`src/rtl/etm_pkg.sv`:
```
// Shared types and helpers for the etm_mac_acc multiply-accumulate back end.
package etm_pkg;

  localparam int PROD_W = 32;

  typedef enum logic [1:0] {
    IDLE = 2'd0,
    ACC  = 2'd1,
    HOLD = 2'd2
  } etm_mac_state_t;

  // A programmed length of zero still means one product per vector.
  function automatic int unsigned len_norm(input int unsigned len);
    return (len == 0) ? 1 : len;
  endfunction

endpackage

```
`src/rtl/etm_sat_add.sv`:
```
// Unsigned accumulator adder with a zero-extended product addend.
// ETM_MAC_SAT_EN selects a clamp-to-all-ones on carry out; otherwise the sum wraps.
import etm_pkg::*;

module etm_sat_add #(
  parameter int ACC_W = 40
) (
  input  logic [ACC_W-1:0]  acc_i,
  input  logic [PROD_W-1:0] prod_i,
  output logic [ACC_W-1:0]  sum_o,
  output logic              sat_o
);

`ifdef ETM_MAC_SAT_EN
  logic [ACC_W:0] sum_w;

  assign sum_w = {1'b0, acc_i} + (ACC_W+1)'(prod_i);
  assign sat_o = sum_w[ACC_W];
  assign sum_o = sum_w[ACC_W] ? {ACC_W{1'b1}} : sum_w[ACC_W-1:0];
`else
  assign sum_o = acc_i + ACC_W'(prod_i);
  assign sat_o = 1'b0;
`endif

endmodule

```
`src/rtl/etm_mac_acc.sv`:
```
// Streaming dot-product accumulator behind the approximate multiplier; saturation via ETM_MAC_SAT_EN.
// States: IDLE wait for first beat | ACC summing remaining beats | HOLD result presented.
import etm_pkg::*;

module etm_mac_acc #(
  parameter int ACC_W = 40,
  parameter int LEN_W = 8
) (
  input  logic              clk,
  input  logic              rst,
  input  logic [LEN_W-1:0]  cfg_len,
  input  logic              in_valid,
  output logic              in_ready,
  input  logic [PROD_W-1:0] in_prod,
  input  logic              in_exact,
  output logic              out_valid,
  input  logic              out_ready,
  output logic [ACC_W-1:0]  out_acc,
  output logic [LEN_W:0]    out_exact_cnt,
  output logic              out_sat
);

  etm_mac_state_t   state_q, state_d;
  logic [LEN_W-1:0] len_q, len_d;
  logic [LEN_W-1:0] cnt_q, cnt_d;
  logic [LEN_W:0]   exact_q, exact_d;
  logic [ACC_W-1:0] acc_q, acc_d;
  logic             sat_q, sat_d;

  logic [ACC_W-1:0] add_base;
  logic [ACC_W-1:0] add_sum;
  logic             add_sat;

  // The first beat of a vector starts from zero rather than the cleared accumulator.
  assign add_base = (state_q == ACC) ? acc_q : '0;

  etm_sat_add #(.ACC_W(ACC_W)) u_add (
    .acc_i  (add_base),
    .prod_i (in_prod),
    .sum_o  (add_sum),
    .sat_o  (add_sat)
  );

  always_ff @(posedge clk or posedge rst) begin
    if (rst) begin
      state_q <= IDLE;
      len_q   <= '0;
      cnt_q   <= '0;
      exact_q <= '0;
      acc_q   <= '0;
      sat_q   <= 1'b0;
    end else begin
      state_q <= state_d;
      len_q   <= len_d;
      cnt_q   <= cnt_d;
      exact_q <= exact_d;
      acc_q   <= acc_d;
      sat_q   <= sat_d;
    end
  end

  always_comb begin
    state_d = state_q;
    len_d   = len_q;
    cnt_d   = cnt_q;
    exact_d = exact_q;
    acc_d   = acc_q;
    sat_d   = sat_q;
    case (state_q)
      IDLE: begin
        if (in_valid) begin
          len_d   = LEN_W'(len_norm(32'(cfg_len)));
          acc_d   = add_sum;
          cnt_d   = LEN_W'(1);
          exact_d = (LEN_W+1)'(in_exact);
          sat_d   = 1'b0;
          state_d = (len_d == LEN_W'(1)) ? HOLD : ACC;
        end
      end
      ACC: begin
        if (in_valid) begin
          acc_d   = add_sum;
          cnt_d   = cnt_q + LEN_W'(1);
          exact_d = exact_q + (LEN_W+1)'(in_exact);
          sat_d   = sat_q | add_sat;
          if (cnt_d == len_q) state_d = HOLD;
        end
      end
      HOLD: begin
        if (out_ready) begin
          state_d = IDLE;
          acc_d   = '0;
          cnt_d   = '0;
          exact_d = '0;
          sat_d   = 1'b0;
        end
      end
      default: state_d = IDLE;
    endcase
  end

  assign in_ready      = (state_q != HOLD);
  assign out_valid     = (state_q == HOLD);
  assign out_acc       = out_valid ? acc_q : '0;
  assign out_exact_cnt = out_valid ? exact_q : '0;
  assign out_sat       = out_valid & sat_q;

endmodule

```
`config.mk`:
```
export PLATFORM = sky130hd
export DESIGN_NAME = etm_mac_acc
export DESIGN_NICKNAME = d
export VERILOG_FILES = /design/src/rtl/etm_pkg.sv /design/src/rtl/etm_sat_add.sv /design/src/rtl/etm_mac_acc.sv
export SDC_FILE = /design/constraint.sdc
export NUM_CORES = 1
export LEC_CHECK = 0
export BUFFER_PORTS_ARGS = -buffer_cell sky130_fd_sc_hd__buf_2
export CAP_MARGIN = 0
export CORE_ASPECT_RATIO = 0.5
export CORE_UTILIZATION = 40
export DETAILED_ROUTE_END_ITERATION = 6
export GPL_TIMING_DRIVEN = 0
export HOLD_SLACK_MARGIN = 0.15
export PLACE_DENSITY = 0.64
export SYNTH_ARGS = -nofsm -noshare
export SYNTH_HDL_FRONTEND = slang
export SYNTH_SLANG_ARGS = --single-unit
```
`constraint.sdc`:
```
create_clock -name clk -period 10.2 [get_ports clk]
set_input_delay 2.55 -clock clk [delete_from_list [all_inputs] [get_ports clk]]
set_output_delay 2.55 -clock clk [all_outputs]
set_load 0.005 [all_outputs]
```
# Yosys cells after proc, flatten, opt, wreduce, memory -nomap -nowiden
# Cells that the tools add are included.
[word_totals]
regBits = 68
input_bits = 45
out_inout_bits = 52
wordCells = 55
[op_classes]
n_addsub = 3
n_eq_ne = 10
mux = 24
n_bitwise = 1
reduce_logical = 11
[op_table]
columns = ["operator", "n"]
rows = [
  ["40-bit two-way mux", 4],
  ["40-bit one-hot mux with 2 select lines", 1],
  ["40-bit by 32-bit adder with 40-bit output", 1],
  ["9-bit two-way mux", 4],
  ["8-bit two-way mux", 4],
  ["9-bit one-hot mux with 3 select lines", 1],
  ["8-bit one-hot mux with 3 select lines", 1],
  ["2-bit two-way mux", 5],
  ["9-bit by 1-bit adder with 9-bit output", 1],
  ["8-bit by 1-bit adder with 8-bit output, second input constant", 1],
  ["8-bit by 1-bit equality test with 1-bit output, second input constant", 1],
  ["8-bit equality test", 1],
  ["8-bit zero test", 1],
  ["4-bit AND reduction", 2],
  ["2-bit by 1-bit != test with 1-bit output, second input constant", 3],
  ["2-bit != test, second input constant", 3],
  ["2-bit one-hot mux with 3 select lines", 1],
  ["3-bit AND reduction", 2],
  ["2-bit nonzero test", 2],
  ["3-bit nonzero test", 1],
  ["2-bit by 1-bit equality test with 1-bit output, second input constant", 1],
  ["2-bit equality test, second input constant", 1],
  ["2-bit zero test", 1],
  ["1-bit two-way mux", 2],
  ["4 further kinds", 4],
]

# Logic depth before layout (Yosys ltp)
[logic_depth]
depth_word = 6
ltp_mapped = 16

# Cells and area by module
# A second synthesis with hierarchy kept.
[unflattened]
hier_cells = 621
area_unflattened_um2 = 5535.3
[modules_own_cells]
columns = ["module", "instances", "cells_per_inst", "area_each_um2", "seq_area_each_um2"]
rows = [
  ["etm_mac_acc", 1, 364, 3614.7, 1701.6],
  ["etm_sat_add", 1, 257, 1920.6, 0.0],
]

# Least setup slack after synthesis
# Ideal clock, no wire load.
[synth_path]
path_type = "in2reg"
from = "in in_prod[0]"
to = "reg acc_q[28]"
setup_ns = 0.126
arrival_time_ns = 4.670
required_ns = 10.074
slack_ns = 5.404
path_stages = 10
path_buffers = 0
cell_sequence = "ha_1 fa_1 a21oi_2 o211ai_2 a2111oi_4 o311ai_1 a21oi_1 a31oi_1 mux2i_1 a221o_1"
[synth_between]
elab_chain_len = 3
[synth_rtl]
columns = ["item", "line", "rtl"]
rows = [
  ["start: declaration", "etm_mac_acc.sv:14", "input logic [PROD_W-1:0] in_prod,"],
  ["40-bit by 32-bit adder with 40-bit output", "etm_sat_add.sv:21", "assign sum_o = acc_i + ACC_W'(prod_i);"],
  ["40-bit two-way mux", "etm_mac_acc.sv:71, etm_mac_acc.sv:81", ""],
  ["40-bit one-hot mux with 2 select lines", "etm_mac_acc.sv:69", "case (state_q)"],
  ["end signal: assignment", "etm_mac_acc.sv:50", "acc_q <= '0;"],
  ["end signal: assignment", "etm_mac_acc.sv:57", "acc_q <= acc_d;"],
  ["end: declaration", "etm_mac_acc.sv:27", "logic [ACC_W-1:0] acc_q, acc_d;"],
]
# Every way passes these cells. The select of a mux whose other input is x is not followed.
# A chain may end at the register's enable or synchronous reset.

# Final worst setup path
# Same ends and word-level chain as after synthesis.

==> key figures <==
Global routing
  • First-pass GRT wire length: roughly 25000 um
  • Total GRT Usage: 21.7%
  • Vias in the first global route: just under 5k
  • Antenna violations before repair: 0
  • Pin count of the biggest net entering global routing: 68
  • Global route overflow: 0

Route
  • Remaining DRCs: 0
  • Drt pass-1 iters: 5
  • Met1 WL: roughly 7600 um
  • WL per Instance: between 15 and 20 um
  • DRT iter0 DRCs: 328
  • Top layer used by detailed routing: met4
  • DR vias: between 5k and 6k
  • DRT antenna net count: 0
  • Met2 WL post-DR: between 6000 and 7000 um
  • Drt via density: approximately 5.4
  • Final WL: roughly 15000 um
  • Met3 wire len: roughly 530 um

Clock network
  • Clock latency on the worst-skew pair: about 0.34 ns
  • CTS Sinks: 67
  • H-tree Lvls: 3
  • Inserted Clock Buffers: 9
  • Postcts setup bufs: 0
  • Max Root-Sink Buffers: 2
  • TritonCTS clock tree: yes
  • Cts repair resizes: 0
  • CTS root buffer: clkbuf_16
  • Post-CTS Hold Buffers: 0
  • Clock slew at reported path FFs: 0.06 ns

Cells and area
  • Nets: 854
  • Fill count: approximately 1.4k
  • Area delta synth->final: 18.8%
  • Ant diodes: 0
  • Share of layout cells above drive strength 1: 20.7%

Setup path
  • Worst path cell trace: buf_2, ha_1, fa_1, a21oi_2, o211ai_2, a2111oi_4, o311ai_1, a21oi_1, a31oi_1, mux2i_1, a221o_1
  • Startpoint Class: primary input
  • Worst-path fanout max: 3
  • Crit Path Class: primary input to flop
  • Crit-path max cell delay: ~0.42 ns
  • Critical path endpoint category: flop
  • CP max-delay cell: fa_1
  • Worst path bufs/invs: 1
  • Delay-heaviest family, CP: compound AO/OA/AOI/OAI gates
  • WP data arrival: about 5.2 ns
  • Data required, critical path: about 10 ns

Run
  • Max cap viols: 0

Floorplanning
  • Core area: 13600 um2
  • Die Width: 169 um
  • Die H: ~85 um
  • Die Area: between 10000 and 15000 um2
  • Starting density of the core: between 40% and 50%
  • Ports: between 90 and 100
  • Row Count: 30

Yosys
  • Syn nets: 748
  • Area contributors post-synth: dfrtp_1 (30%), and2_1 (9.4%), ha_1 (8.8%), o21ai_0 (6.4%), nand2_1 (4.9%)
  • Flops & latches, synth: 67
  • Synth Warn #: 0
  • Syn Std Cell Area: about 5600 um2
  • EDFF count, synth: 0
  • Syn Inst Count: 663
  • FFs w/ async S/R, synth: 100%
  • Area share of the largest cell type after synthesis: approximately 30%
  • Synth cell types: 75
  • Register area share after synthesis: a little under a third
  • Synth Flop Type: dfrtp_1
  • Synthesized area per cell: 8.40 um2
  • Synth area leader: dfrtp_1

Power
  • Pwr Density: roughly 250 nW/um2
  • Clk pwr share: a little over a fifth
  • Part of the power in registers: roughly a quarter
  • Comb pwr share: about 53%
  • Tot Pwr: between 1.5 and 2 mW
  • Net Sw Frac: between 40 and 50%
  • P_int: slightly above 900 uW
  • Peak supply drop: around 0.0001 V
  • LEAKAGE: between 3 and 4 nW
  • Switching power: 724 uW

STA
  • # setup viols final: 0
  • Max Transition Viols Final: 0
  • Fin Setup TNS: 0 ns
  • Final number of hold-violating endpoints: 0
  • RSZ-0062 raised after global routing: no
  • Period utilization: 48.5%
  • Post-route minimum period: 4.95 ns
  • Highest Clock Rate: about 0.2 GHz
  • Clock Skew: 0.00770 ns
  • Max transition margin: slightly below 40%
  • Worst slew pin tran: approximately 0.9 ns

Worst hold path
  • Hold WC Path Type: flop to flop

Placed design
  • Final HPWL DP: ~11000 um
  • I/O Buffers: 95
  • RD Place Congestion: 0.884

Outcome
  • Status: finished clean
## path summary, 6_finish.rpt
path | start | endpoint | slack (ns) | cells past startpoint
min in group asynchronous | rst | len_q[7] | 2.40 | 2
hold / removal | acc_q[2] | acc_q[2] | 0.50 | 2
setup / recovery | in_prod[0] | acc_q[28] | 5.25 | 11
max in group asynchronous | rst | acc_q[15] | 7.20 | 2
setup reg to reg | state_q[1] | acc_q[39] | 5.73 | 15
hold reg to reg | acc_q[2] | acc_q[2] | 0.50 | 2
## metrics by stage
stage	setup slack, ns	std cells	hold WS (ns)	util, %	cell area, um2
6_report	5.25	966	0.495	48.8	6620
3_3_place_gp	4.90	950	0.475	46.4	6290
2_1_floorplan	5.40	663	0.443	-	5570
4_1_cts	5.24	966	0.497	48.8	6620
3_5_place_dp	4.90	950	0.483	46.4	6290
5_1_grt	5.12	966	0.520	48.8	6620
## cell type report
class | count | area, um2 | area share (%)
inverters | 13 | 51.3 | 0.775
well taps | 192 | 240 | 3.63
clock inverters | 6 | 88.8 | 1.34
clock buffers | 10 | 239 | 3.61
repair buffers | 95 | 475 | 7.19
plain buffers | 37 | 169 | 2.55
flip-flops and latches | 67 | 1680 | 25.3
multi-input cells | 546 | 3680 | 55.6
## synthesized netlist by cell type (all sizes together) (5+ instances only)
cell    number
a211oi       6
a21o        19
a21oi       39
a22o         7
a31oi        8
and2        84
and3         8
buf         10
clkbuf      27
dfrtp       67
ha          39
inv         13
mux2         9
nand2       74
nand3       16
nand4       12
nor2        30
nor2b        6
o211ai       5
o21ai       78
o31ai        7
xnor2       24
xor2        18
## tightest hold or removal path, stage by stage, from the launching register on
cell,delay (ns)
dfrtp_1,0.35
nand2_1,0.05
o21ai_0,0.06
## power by group through the flow
stage | combinational (mW) | clock, mW | sequential (mW)
floorplan | 0.646 | 0 | 0.406
global placement | 0.858 | 0 | 0.427
detailed placement | 0.873 | 0 | 0.431
CTS | 0.881 | 0.358 | 0.426
global route | 0.987 | 0.367 | 0.439
finish | 0.878 | 0.351 | 0.426
## cells in the final DEF (no fill, tap or decap), drive strengths merged, types with 4 or more instances in the layout
| cell | synthesis | routed |
|---|---|---|
| o21bai | 4 | 4 |
| nor2 | 30 | 30 |
| nand3 | 16 | 16 |
| and3 | 8 | 8 |
| mux2 | 9 | 9 |
| ha | 39 | 39 |
| inv | 13 | 13 |
| buf | 10 | 105 |
| clkbuf | 27 | 37 |
| o21ai | 78 | 78 |
| xor2 | 18 | 18 |
| nand4 | 12 | 12 |
| a211oi | 6 | 6 |
| o211ai | 5 | 5 |
| a21o | 19 | 19 |
| xnor2 | 24 | 24 |
| nand2 | 74 | 74 |
| dfrtp | 67 | 67 |
| a31o | 4 | 4 |
| a31oi | 8 | 8 |
| nor2b | 6 | 6 |
| nor3 | 4 | 4 |
| o31ai | 7 | 7 |
| and2 | 84 | 84 |
| a21oi | 39 | 39 |
| or4 | 4 | 4 |
| a22o | 7 | 7 |
## flip-flops by register name (all words and copies together), names as in the netlist
signal and flops:
cnt_q 8, exact_q 9, len_q 8, state_q 2, acc_q 40
## per-layer routing
layer,up-vias,global-route usage [%]
met5,-,0
met4,0,5.79
met3,15,3.73
met2,119,34.5
met1,2519,30.3
li1,2577,-
## cells by family (layout without fill, tap and decap cells)
family          Yosys count  after routing  share of synthesized area (%)
compound gates          199            199                           24.1
simple gates            254            254                           24.1
flops                    67             67                           30.1
buf+inv                  50            161                           3.91
fa+ha+maj                40             40                           9.12
xor+xnor                 42             42                           6.60
mux                      10             10                           2.00
other cells               1              1                         0.0673
Note: power is estimated with default switching activity, not from simulation.
